==> src/rtl/sram22_port_arbiter_pkg.sv <==
// rtl/sram22_port_arbiter_pkg.sv - shared types and constants for the SRAM22 port arbiter
// Purpose: requester count, default macro geometry, requester index type and a grant decode helper.
package sram22_arb_pkg;

    localparam int NUM_REQ         = 2;
    localparam int SRAM_DATA_WIDTH = 32;
    localparam int SRAM_ADDR_WIDTH = 11;

    typedef logic req_id_t;

    // Index of the set bit in a one-hot (or zero) two-way grant vector.
    function automatic req_id_t gnt_to_id(input logic [NUM_REQ-1:0] gnt);
        return gnt[1];
    endfunction

endpackage

==> src/rtl/sram22_port_arbiter_if.sv <==
// rtl/sram22_port_arbiter_if.sv - request/response channels and macro pins of the SRAM22 port arbiter
// Purpose: bundles the two client channels and the macro control pins.
// Ports (modport slave = arbiter side):
//   in : req_valid, req_we, req_addr, req_wdata, rsp_ready, sram_dout
//   out: req_ready, rsp_valid, rsp_rdata, sram_we, sram_addr, sram_din
// Requester i uses bit i, or slice [i*W +: W] of the packed vectors.
interface sram22_port_arbiter_if
    import sram22_arb_pkg::*;
#(
    parameter int DATA_WIDTH = SRAM_DATA_WIDTH,
    parameter int ADDR_WIDTH = SRAM_ADDR_WIDTH
);
    logic [NUM_REQ-1:0]            req_valid;
    logic [NUM_REQ-1:0]            req_ready;
    logic [NUM_REQ-1:0]            req_we;
    logic [NUM_REQ*ADDR_WIDTH-1:0] req_addr;
    logic [NUM_REQ*DATA_WIDTH-1:0] req_wdata;
    logic [NUM_REQ-1:0]            rsp_valid;
    logic [NUM_REQ-1:0]            rsp_ready;
    logic [NUM_REQ*DATA_WIDTH-1:0] rsp_rdata;
    logic                          sram_we;
    logic [ADDR_WIDTH-1:0]         sram_addr;
    logic [DATA_WIDTH-1:0]         sram_din;
    logic [DATA_WIDTH-1:0]         sram_dout;

    modport slave (
        input  req_valid, req_we, req_addr, req_wdata, rsp_ready, sram_dout,
        output req_ready, rsp_valid, rsp_rdata, sram_we, sram_addr, sram_din
    );

    modport master (
        output req_valid, req_we, req_addr, req_wdata, rsp_ready, sram_dout,
        input  req_ready, rsp_valid, rsp_rdata, sram_we, sram_addr, sram_din
    );
endinterface

==> src/rtl/sram22_port_arbiter_rr.sv <==
// rtl/sram22_port_arbiter_rr.sv - two-way round-robin grant with priority flop
// Purpose: grants the preferred eligible requester, else the other one.
// Ports:
//   clk, rst        clock, synchronous active-high reset
//   elig[1:0]       requester may be granted this cycle
//   advance         a grant was actually accepted this cycle
//   gnt[1:0]        one-hot or zero grant
module sram22_rr_arbiter
    import sram22_arb_pkg::*;
(
    input  logic               clk,
    input  logic               rst,
    input  logic [NUM_REQ-1:0] elig,
    input  logic               advance,
    output logic [NUM_REQ-1:0] gnt
);

    req_id_t prio_q, prio_d;
    req_id_t alt;

    assign alt = ~prio_q;

    always_comb begin
        gnt = '0;
        if (elig[prio_q]) begin
            gnt[prio_q] = 1'b1;
        end else if (elig[alt]) begin
            gnt[alt] = 1'b1;
        end
    end

    // Preference moves to whoever did not just win.
    always_comb begin
        prio_d = prio_q;
        if (advance) begin
            prio_d = ~gnt_to_id(gnt);
        end
    end

    always_ff @(posedge clk) begin
        if (rst) begin
            prio_q <= 1'b0;
        end else begin
            prio_q <= prio_d;
        end
    end

endmodule

==> src/rtl/sram22_port_arbiter.sv <==
// rtl/sram22_port_arbiter.sv - two-client arbiter and sequencer for a single-port SRAM22 macro
// Purpose: arbitrates two valid/ready request channels onto the macro, tracks the
// single read in flight and returns data through one-entry response buffers.
// Ports:
//   clk, rst   clock shared with the macro, synchronous active-high reset
//   bus        arbiter side of sram22_port_arbiter_if (client channels + macro pins)
module sram22_port_arbiter
    import sram22_arb_pkg::*;
#(
    parameter int DATA_WIDTH = SRAM_DATA_WIDTH,
    parameter int ADDR_WIDTH = SRAM_ADDR_WIDTH
)
(
    input  logic                   clk,
    input  logic                   rst,
    sram22_port_arbiter_if.slave   bus
);

    logic                          inflight_vld_q, inflight_vld_d;
    req_id_t                       inflight_id_q, inflight_id_d;
    logic [NUM_REQ-1:0]            rsp_valid_q, rsp_valid_d;
    logic [NUM_REQ*DATA_WIDTH-1:0] rsp_rdata_q, rsp_rdata_d;

    logic [NUM_REQ-1:0] outstanding;
    logic [NUM_REQ-1:0] elig;
    logic [NUM_REQ-1:0] gnt;
    logic [NUM_REQ-1:0] accept;
    logic               any_gnt;
    req_id_t            gnt_id;

    // A read is blocked while one is in flight or buffered for the same client;
    // a buffer being popped this cycle has room by the time the new read returns.
    always_comb begin
        outstanding = '0;
        elig        = '0;
        for (int i = 0; i < NUM_REQ; i++) begin
            outstanding[i] = (inflight_vld_q && (inflight_id_q == req_id_t'(i))) ||
                             (rsp_valid_q[i] && !bus.rsp_ready[i]);
            elig[i]        = bus.req_valid[i] && (bus.req_we[i] || !outstanding[i]);
        end
    end

    sram22_rr_arbiter u_rr (
        .clk     (clk),
        .rst     (rst),
        .elig    (elig),
        .advance (any_gnt),
        .gnt     (gnt)
    );

    assign accept        = rst ? '0 : gnt;
    assign any_gnt       = |accept;
    assign gnt_id        = gnt_to_id(accept);
    assign bus.req_ready = accept;

    // Idle cycles issue a read of address 0 whose data is never captured.
    always_comb begin
        bus.sram_we   = 1'b0;
        bus.sram_addr = '0;
        bus.sram_din  = '0;
        if (any_gnt) begin
            bus.sram_we   = bus.req_we[gnt_id];
            bus.sram_addr = bus.req_addr[int'(gnt_id)*ADDR_WIDTH +: ADDR_WIDTH];
            bus.sram_din  = bus.req_wdata[int'(gnt_id)*DATA_WIDTH +: DATA_WIDTH];
        end
    end

    always_comb begin
        inflight_vld_d = any_gnt && !bus.req_we[gnt_id];
        inflight_id_d  = gnt_id;
        rsp_valid_d    = rsp_valid_q & ~bus.rsp_ready;
        rsp_rdata_d    = rsp_rdata_q;
        // Capture wins over a same-cycle pop so the new word stays valid.
        if (inflight_vld_q) begin
            rsp_valid_d[inflight_id_q] = 1'b1;
            rsp_rdata_d[int'(inflight_id_q)*DATA_WIDTH +: DATA_WIDTH] = bus.sram_dout;
        end
    end

    always_ff @(posedge clk) begin
        if (rst) begin
            inflight_vld_q <= 1'b0;
            inflight_id_q  <= 1'b0;
            rsp_valid_q    <= '0;
            rsp_rdata_q    <= '0;
        end else begin
            inflight_vld_q <= inflight_vld_d;
            inflight_id_q  <= inflight_id_d;
            rsp_valid_q    <= rsp_valid_d;
            rsp_rdata_q    <= rsp_rdata_d;
        end
    end

    assign bus.rsp_valid = rsp_valid_q;
    assign bus.rsp_rdata = rsp_rdata_q;

endmodule

==> src/flat_wrapper.sv <==
// flat-port wrapper written by rule: the top's interface ports become plain ports
module sram22_port_arbiter_flat import sram22_arb_pkg::*;
#(
    parameter int DATA_WIDTH = SRAM_DATA_WIDTH,
    parameter int ADDR_WIDTH = SRAM_ADDR_WIDTH
)
  (clk, rst, bus_req_valid, bus_req_we, bus_req_addr, bus_req_wdata, bus_rsp_ready, bus_sram_dout, bus_req_ready, bus_rsp_valid, bus_rsp_rdata, bus_sram_we, bus_sram_addr, bus_sram_din);
  sram22_port_arbiter_if #(.DATA_WIDTH(DATA_WIDTH), .ADDR_WIDTH(ADDR_WIDTH)) bus_i ();
  input  logic clk;
  input  logic rst;
  input wire logic [$bits(bus_i.req_valid)-1:0] bus_req_valid;
  input wire logic [$bits(bus_i.req_we)-1:0] bus_req_we;
  input wire logic [$bits(bus_i.req_addr)-1:0] bus_req_addr;
  input wire logic [$bits(bus_i.req_wdata)-1:0] bus_req_wdata;
  input wire logic [$bits(bus_i.rsp_ready)-1:0] bus_rsp_ready;
  input wire logic [$bits(bus_i.sram_dout)-1:0] bus_sram_dout;
  output wire logic [$bits(bus_i.req_ready)-1:0] bus_req_ready;
  output wire logic [$bits(bus_i.rsp_valid)-1:0] bus_rsp_valid;
  output wire logic [$bits(bus_i.rsp_rdata)-1:0] bus_rsp_rdata;
  output wire logic [$bits(bus_i.sram_we)-1:0] bus_sram_we;
  output wire logic [$bits(bus_i.sram_addr)-1:0] bus_sram_addr;
  output wire logic [$bits(bus_i.sram_din)-1:0] bus_sram_din;
  assign bus_i.req_valid = bus_req_valid;
  assign bus_i.req_we = bus_req_we;
  assign bus_i.req_addr = bus_req_addr;
  assign bus_i.req_wdata = bus_req_wdata;
  assign bus_i.rsp_ready = bus_rsp_ready;
  assign bus_i.sram_dout = bus_sram_dout;
  assign bus_req_ready = bus_i.req_ready;
  assign bus_rsp_valid = bus_i.rsp_valid;
  assign bus_rsp_rdata = bus_i.rsp_rdata;
  assign bus_sram_we = bus_i.sram_we;
  assign bus_sram_addr = bus_i.sram_addr;
  assign bus_sram_din = bus_i.sram_din;
  sram22_port_arbiter #(.DATA_WIDTH(DATA_WIDTH), .ADDR_WIDTH(ADDR_WIDTH)) u_core (.clk(clk), .rst(rst), .bus(bus_i));
endmodule
==> config.mk <==
export PLATFORM = sky130hd
export DESIGN_NAME = sram22_port_arbiter_flat
export DESIGN_NICKNAME = d
export VERILOG_FILES = /design/src/rtl/sram22_port_arbiter_pkg.sv /design/src/rtl/sram22_port_arbiter_if.sv /design/src/rtl/sram22_port_arbiter_rr.sv /design/src/rtl/sram22_port_arbiter.sv /design/src/flat_wrapper.sv
export SDC_FILE = /design/constraint.sdc
export NUM_CORES = 1
export LEC_CHECK = 0
export CORE_ASPECT_RATIO = 1.2
export CORE_MARGIN = 5
export CORE_UTILIZATION = 35
export CTS_CLUSTER_SIZE = 20
export DETAILED_ROUTE_END_ITERATION = 6
export HOLD_SLACK_MARGIN = 0.06
export PLACE_DENSITY = 0.94
export SLEW_MARGIN = 20
export SYNTH_ARGS = -nofsm -noshare
export SYNTH_HDL_FRONTEND = slang
export SYNTH_SLANG_ARGS = --single-unit
==> constraint.sdc <==
create_clock -name clk -period 4.4 [get_ports clk]
set_clock_uncertainty 0.1 [all_clocks]
set_input_delay 1.32 -clock clk [delete_from_list [all_inputs] [get_ports clk]]
set_output_delay 1.32 -clock clk [all_outputs]
set_load 0.1 [all_outputs]
# After elaboration in Yosys (flattened, before gate mapping)
# Index checks and enable logic that the tools add are counted.
# W data, S select, Z words.
op_classes:
  bitwise_logic: 6
  n_addsub: 1
  n_div: 0
  eq_ne: 0
  n_lt_le_gt_ge: 7
  shift: 4
  muxes: 20
  reduce_logical: 20
  multipliers: 1
op_table:
  columns: ["cell", "n"]
  rows:
  - ["$bwmux W64", 1]
  - ["$shift A32 B33 Y64 const A", 1]
  - ["$shiftx A32 B33 Y64", 1]
  - ["$shiftx A64 B7 Y32", 1]
  - ["$neg A6 Y33", 1]
  - ["$mux W32", 1]
  - ["$shiftx A22 B32 Y11", 1]
  - ["$mux W11", 1]
  - ["$logic_and A1 B1 Y1", 10]
  - ["$mux W1", 10]
  - ["$lt A1 B2 Y1 const B", 4]
  - ["$mux W2", 4]
  - ["$logic_not A1 Y1", 5]
  - ["$mul A1 B4 Y5 const B", 1]
  - ["$logic_or A1 B1 Y1", 4]
  - ["$demux W1 S1", 3]
  - ["$ge A1 B1 Y1 const B", 3]
  - ["$not A1 Y1", 3]
  - ["$and A2 B2 Y2", 1]
  - ["$not A2 Y2", 1]
  - ["$or A2 B2 Y2", 1]
  - ["$reduce_or A2 Y1", 1]
totals:
  inputBits: 126
  latch_bits: 0
  rom_bits: 0
  ff_bits: 69
  elab_cells: 64
  n_memories: 0
  mem_bits_rw: 0

# Logic depth before layout (Yosys ltp)
# Gate-level depths: netlist of the first run.
logic_depth:
  word_depth: 15
  depth_mapped: 6
  depth_no_buf: 4

# Cells and area by module
# From an unflattened synthesis of the first run, not the netlist that was laid out.
hier_totals:
  hier_cells: 412
  hier_area_um2: 3055.4
modules_own_cells:
  columns: ["module", "instances", "seq_area_each_um2", "area_per_inst_um2", "cells_per_inst"]
  rows:
  - ["sram22_port_arbiter", 1, 1361.3, 3001.6, 406]
  - ["sram22_rr_arbiter", 1, 20.0, 53.8, 6]

# Worst setup path before layout of the first run
# OpenSTA, ideal clock, no wires.
synth_path:
  path_type: "input port to output port"
  from: "input bus_rsp_ready[1]"
  to: "output bus_sram_we"
  path_stages: 4
  arrival_time_ns: 3.385
  setup_slack_ns: -0.405
  cell_sequence: "nand2b_1 > a21o_1 > and3_1 > o2bb2ai_1"
synth_between:
  elab_chain_len: 14
synth_rtl:
  columns: ["item", "line_no", "text"]
  rows:
  - ["start, declared", "flat_wrapper.sv:15", "input wire logic [$bits(bus_i.rsp_ready)-1:0] bus_rsp_ready;"]
  - ["$logic_not A1 Y1 (*)", "sram22_port_arbiter.sv:38", "(rsp_valid_q[i] && !bus.rsp_ready[i]);"]
  - ["$logic_and A1 B1 Y1 (*)", "sram22_port_arbiter.sv:38", null]
  - ["$logic_or A1 B1 Y1 (*)", "sram22_port_arbiter.sv:37", "outstanding[i] = (inflight_vld_q && (inflight_id_q == req_id_t'(i))) ||"]
  - ["$logic_not A1 Y1 (*)", "sram22_port_arbiter.sv:39", "elig[i] = bus.req_valid[i] && (bus.req_we[i] || !outstanding[i]);"]
  - ["$logic_or A1 B1 Y1 (*)", "sram22_port_arbiter.sv:39", null]
  - ["$logic_and A1 B1 Y1 (*)", "sram22_port_arbiter.sv:39", null]
  - ["$mux W1 (implied by the code) (2 in a row)", "sram22_port_arbiter_rr.sv:27", "end else if (elig[alt]) begin"]
  - ["$mux W2", "sram22_port_arbiter_rr.sv:27", null]
  - ["$mux W2 (*)", "sram22_port_arbiter_rr.sv:25", "if (elig[prio_q]) begin"]
  - ["$mux W2 (*)", "sram22_port_arbiter.sv:51", "assign accept = rst ? '0 : gnt;"]
  - ["$mux W1 (implied by the code) (2 in a row)", "sram22_port_arbiter.sv:62", "bus.sram_we = bus.req_we[gnt_id];"]
  - ["$mux W1 (*)", "sram22_port_arbiter.sv:61", "if (any_gnt) begin"]
  - ["end, declared", "flat_wrapper.sv:20", "output wire logic [$bits(bus_i.sram_we)-1:0] bus_sram_we;"]
# Every way passes the cells marked *; elsewhere a longest branch is shown, timed or not. The select of a mux whose other input is x is not followed.

# Worst setup path in the final report of the first run
layout_path:
  from: "input bus_rsp_ready[0]"
  to: "output bus_sram_din[19]"
layout_between:
  elab_chain_len: 13
layout_rtl:
  columns: ["item", "line_no", "text"]
  rows:
  - ["$logic_not A1 Y1 (*)", "sram22_port_arbiter.sv:38", null]
  - ["$logic_and A1 B1 Y1 (*)", "sram22_port_arbiter.sv:38", null]
  - ["$logic_or A1 B1 Y1 (*)", "sram22_port_arbiter.sv:37", null]
  - ["$logic_not A1 Y1 (*)", "sram22_port_arbiter.sv:39", null]
  - ["$logic_or A1 B1 Y1 (*)", "sram22_port_arbiter.sv:39", null]
  - ["$logic_and A1 B1 Y1 (*)", "sram22_port_arbiter.sv:39", null]
  - ["$mux W1 (implied by the code) (2 in a row)", "sram22_port_arbiter_rr.sv:27", null]
  - ["$mux W2", "sram22_port_arbiter_rr.sv:27", null]
  - ["$mux W2 (*)", "sram22_port_arbiter_rr.sv:25", null]
  - ["$mux W2 (*)", "sram22_port_arbiter.sv:51", null]
  - ["$shiftx A64 B7 Y32 or $reduce_or A2 Y1 (tied branches)", "sram22_port_arbiter.sv:64, sram22_port_arbiter.sv:52", null]
  - ["$mux W32 (*)", "sram22_port_arbiter.sv:61", null]
  - ["end, declared", "flat_wrapper.sv:22", "output wire logic [$bits(bus_i.sram_din)-1:0] bus_sram_din;"]
# Marked as above.

==> metrics, run 1 <==
hold_ws 0.354 ns; Post-Route WL 15600 um; LEAKAGE 2.63 nW; Bufs on Longest Clock Path 2; dpl cells 695; most frequent cells in the layout clkdlybuf4s50_1, nand2_1, dfxtp_1; Yosys reg bits 69; R2R setup slack 2.74 ns; register area 1380 um^2; Slew Viols, Final 0; Syn Inst Count 364; number of I/O pins 238; clk sinks 69; CP max stage delay 0.27 ns; maximum clock rate 231 MHz; final hold vios 0; Synth area leaders dfxtp_1, nand2_1, a22o_1; syn_nets 490; measured slew at the worst slew-check pin 1.02 ns; status complete, no violations; Antenna Violating Nets Remaining 0; worst-path cell chain dlygate4sd2_1 -> nand2b_4 -> a21o_1 -> a211oi_4 -> buf_4 -> clkbuf_16 -> a22o_4 -> buf_12; DR DRC count 0; area leader, netlist dfxtp_1; total track usage 28.5%; worst path arrival time 2.91 ns; startpoint types input port; die area 10300 um^2; vias in the first global route 4013; Slowest cell on crit path a211oi_4; post-placement cell area 5910 um^2; sequential area share after synthesis 47.3%; kind of critical path input port to output port; grt met1 use 27.1%; Vias/cell 5.19; YS warnings 0; Detailed Route Iter0 Violations 155; Starting Density 35.8%; Netlist cell types 24; grt ovf 0; total core area 8150 um^2; # rows 36; mapped cell area 2920 um^2; vias 3792; Design Power 2.17 mW; minimum clock period 4.33 ns; Worst-path clk slew 0.08 ns; largest net degree at the start of global routing 60; height of the chip 110 um; area occupied by multi-input gates 1800 um^2; CTS tree yes; antenna violations before repair 1; Final GP Congestion 0.885; unrepaired setup endpoints after global routing false; CTS root buffer clkbuf_8; first-pass GRT wire length 22100 um; Slew headroom 32.1%; synthesis-to-layout area growth 134%; area share of the largest cell type after synthesis 47.3%; dpl hpwl 10700 um; period utilization 98.5%; Port Buf Inserts 237; CTS buffer count 9; drt pass-1 iters 5; endpoints failing setup 0; worst hold path class flip-flop to flip-flop; layout cell share with drive strength beyond 1 23.7%; met3 usage 9.30%; clk_lat worst skew 0.34 ns; Worst Path Required 2.98 ns; Crit. End Element output port; VDD IR max 0.372 mV; H-tree Lvls 3; Die X 93.4 um; cts hold-fix bufs 0; post-layout util 83.9%; met2 Resource Use GR 56.5%; fin area 6840 um^2; commonest non-fill, non-tap cell in the layout clkdlybuf4s50_1; power density cells 318 nW/um^2; wire per inst 21.3 um; Final Non-Filler Cells 731; mean post-synth cell area 8.02 um^2; busiest grt layer met2; total of max-cap violations 0; top fanout value on the critical path 11; NumNets Final 737; # fillers 417
## routing by layer
metal | up-vias | share of wire (%)
li1 | 1751 | -
met1 | 1810 | 32
met2 | 197 | 56
met3 | 32 | 9.1
met4 | 2 | 2.3
met5 | - | 0.077
## cell families after synthesis
| logic type | after synthesis | share of synthesized area, % |
|---|---|---|
| buffers and inverters | 31 | 5.53 |
| DFF | 69 | 47.3 |
| AOI/OAI and AO/OA | 120 | 27.5 |
| and+or+nand+nor | 144 | 19.6 |
## final timing paths
check	cells after the start	to	from
setup / recovery	8	bus_sram_din[19]	bus_rsp_ready[0]
hold reg to reg	2	u_core.bus.rsp_rdata[13]$_SDFFE_PP0N_	u_core.bus.rsp_rdata[13]$_SDFFE_PP0N_
setup reg to reg	6	u_core.inflight_vld_q$_SDFF_PP0_	u_core.inflight_id_q$_SDFF_PP0_
hold / removal	2	u_core.bus.rsp_rdata[13]$_SDFFE_PP0N_	u_core.bus.rsp_rdata[13]$_SDFFE_PP0N_
## flip-flops by register name, indices dropped and copies added, names as in the netlist
| name | flops |
|---|---|
| u_core.inflight_vld_q | 1 |
| u_core.inflight_id_q | 1 |
| u_core.bus.rsp_rdata | 64 |
| u_core.bus.rsp_valid | 2 |
| u_core.u_rr.prio_q | 1 |
## power breakdown
group          internal, mW  switching, mW
clock                 0.324          0.258
sequential            0.646         0.0135
combinational         0.371          0.561
total                  1.34          0.833
## stage by stage
| step | TNS [ns] | worst slack (ns) |
|---|---|---|
| final | 0 | 0.0674 |
| after global routing | 0 | 0.00245 |
| after CTS | 0 | 0.0309 |
| after detailed placement | -6.08 | -0.160 |
| after global placement | -4.58 | -0.118 |
| after floorplan | -1.03 | -0.128 |
## final cells by class
type / instances / area share (%)
repair buffers: 267 / 48.1
multi-input cells: 264 / 26.4
flip-flops and latches: 69 / 20.2
well taps: 114 / 2.09
clock buffers: 10 / 1.87
clock inverters: 6 / 1.37
diodes: 1 / 0.0366
## synthesized netlist by cell type
cell / instances
buf_2: 3
nor2_1: 2
buf_1: 1
a211oi_1: 1
and2b_1: 1
nand3_1: 1
a22o_1: 43
a311oi_2: 1
nand3b_1: 1
nor3_1: 1
nand2_2: 1
buf_6: 5
dfxtp_1: 69
a211oi_4: 1
and2_1: 1
nand2_1: 129
a21oi_1: 70
o2bb2ai_1: 2
a21o_1: 2
nand2b_1: 5
buf_4: 1
and3_1: 1
clkbuf_1: 21
nor2b_1: 1
## critical path: cells and delay by family
family,cells,cell delay [ns]
simple gates,1,0.16
compound gates,3,0.64
buf+inv,4,0.77
## timing repair
action                                 CTS  global route
setup endpoints to repair               45            33
endpoints found under the hold margin    0             0
setup buffers                           13             0
resized for setup                       59            10
cloned                                   8             2
pin swaps                                6             4
Power figures use the tool's default switching activity.
==> run 2, diff against run 1 <==
ABC_CLOCK_PERIOD_IN_PS = 4400   (was not set)
==> results of run 2 <==
The final DEF is identical to that of run 1; final timing and power are the same.
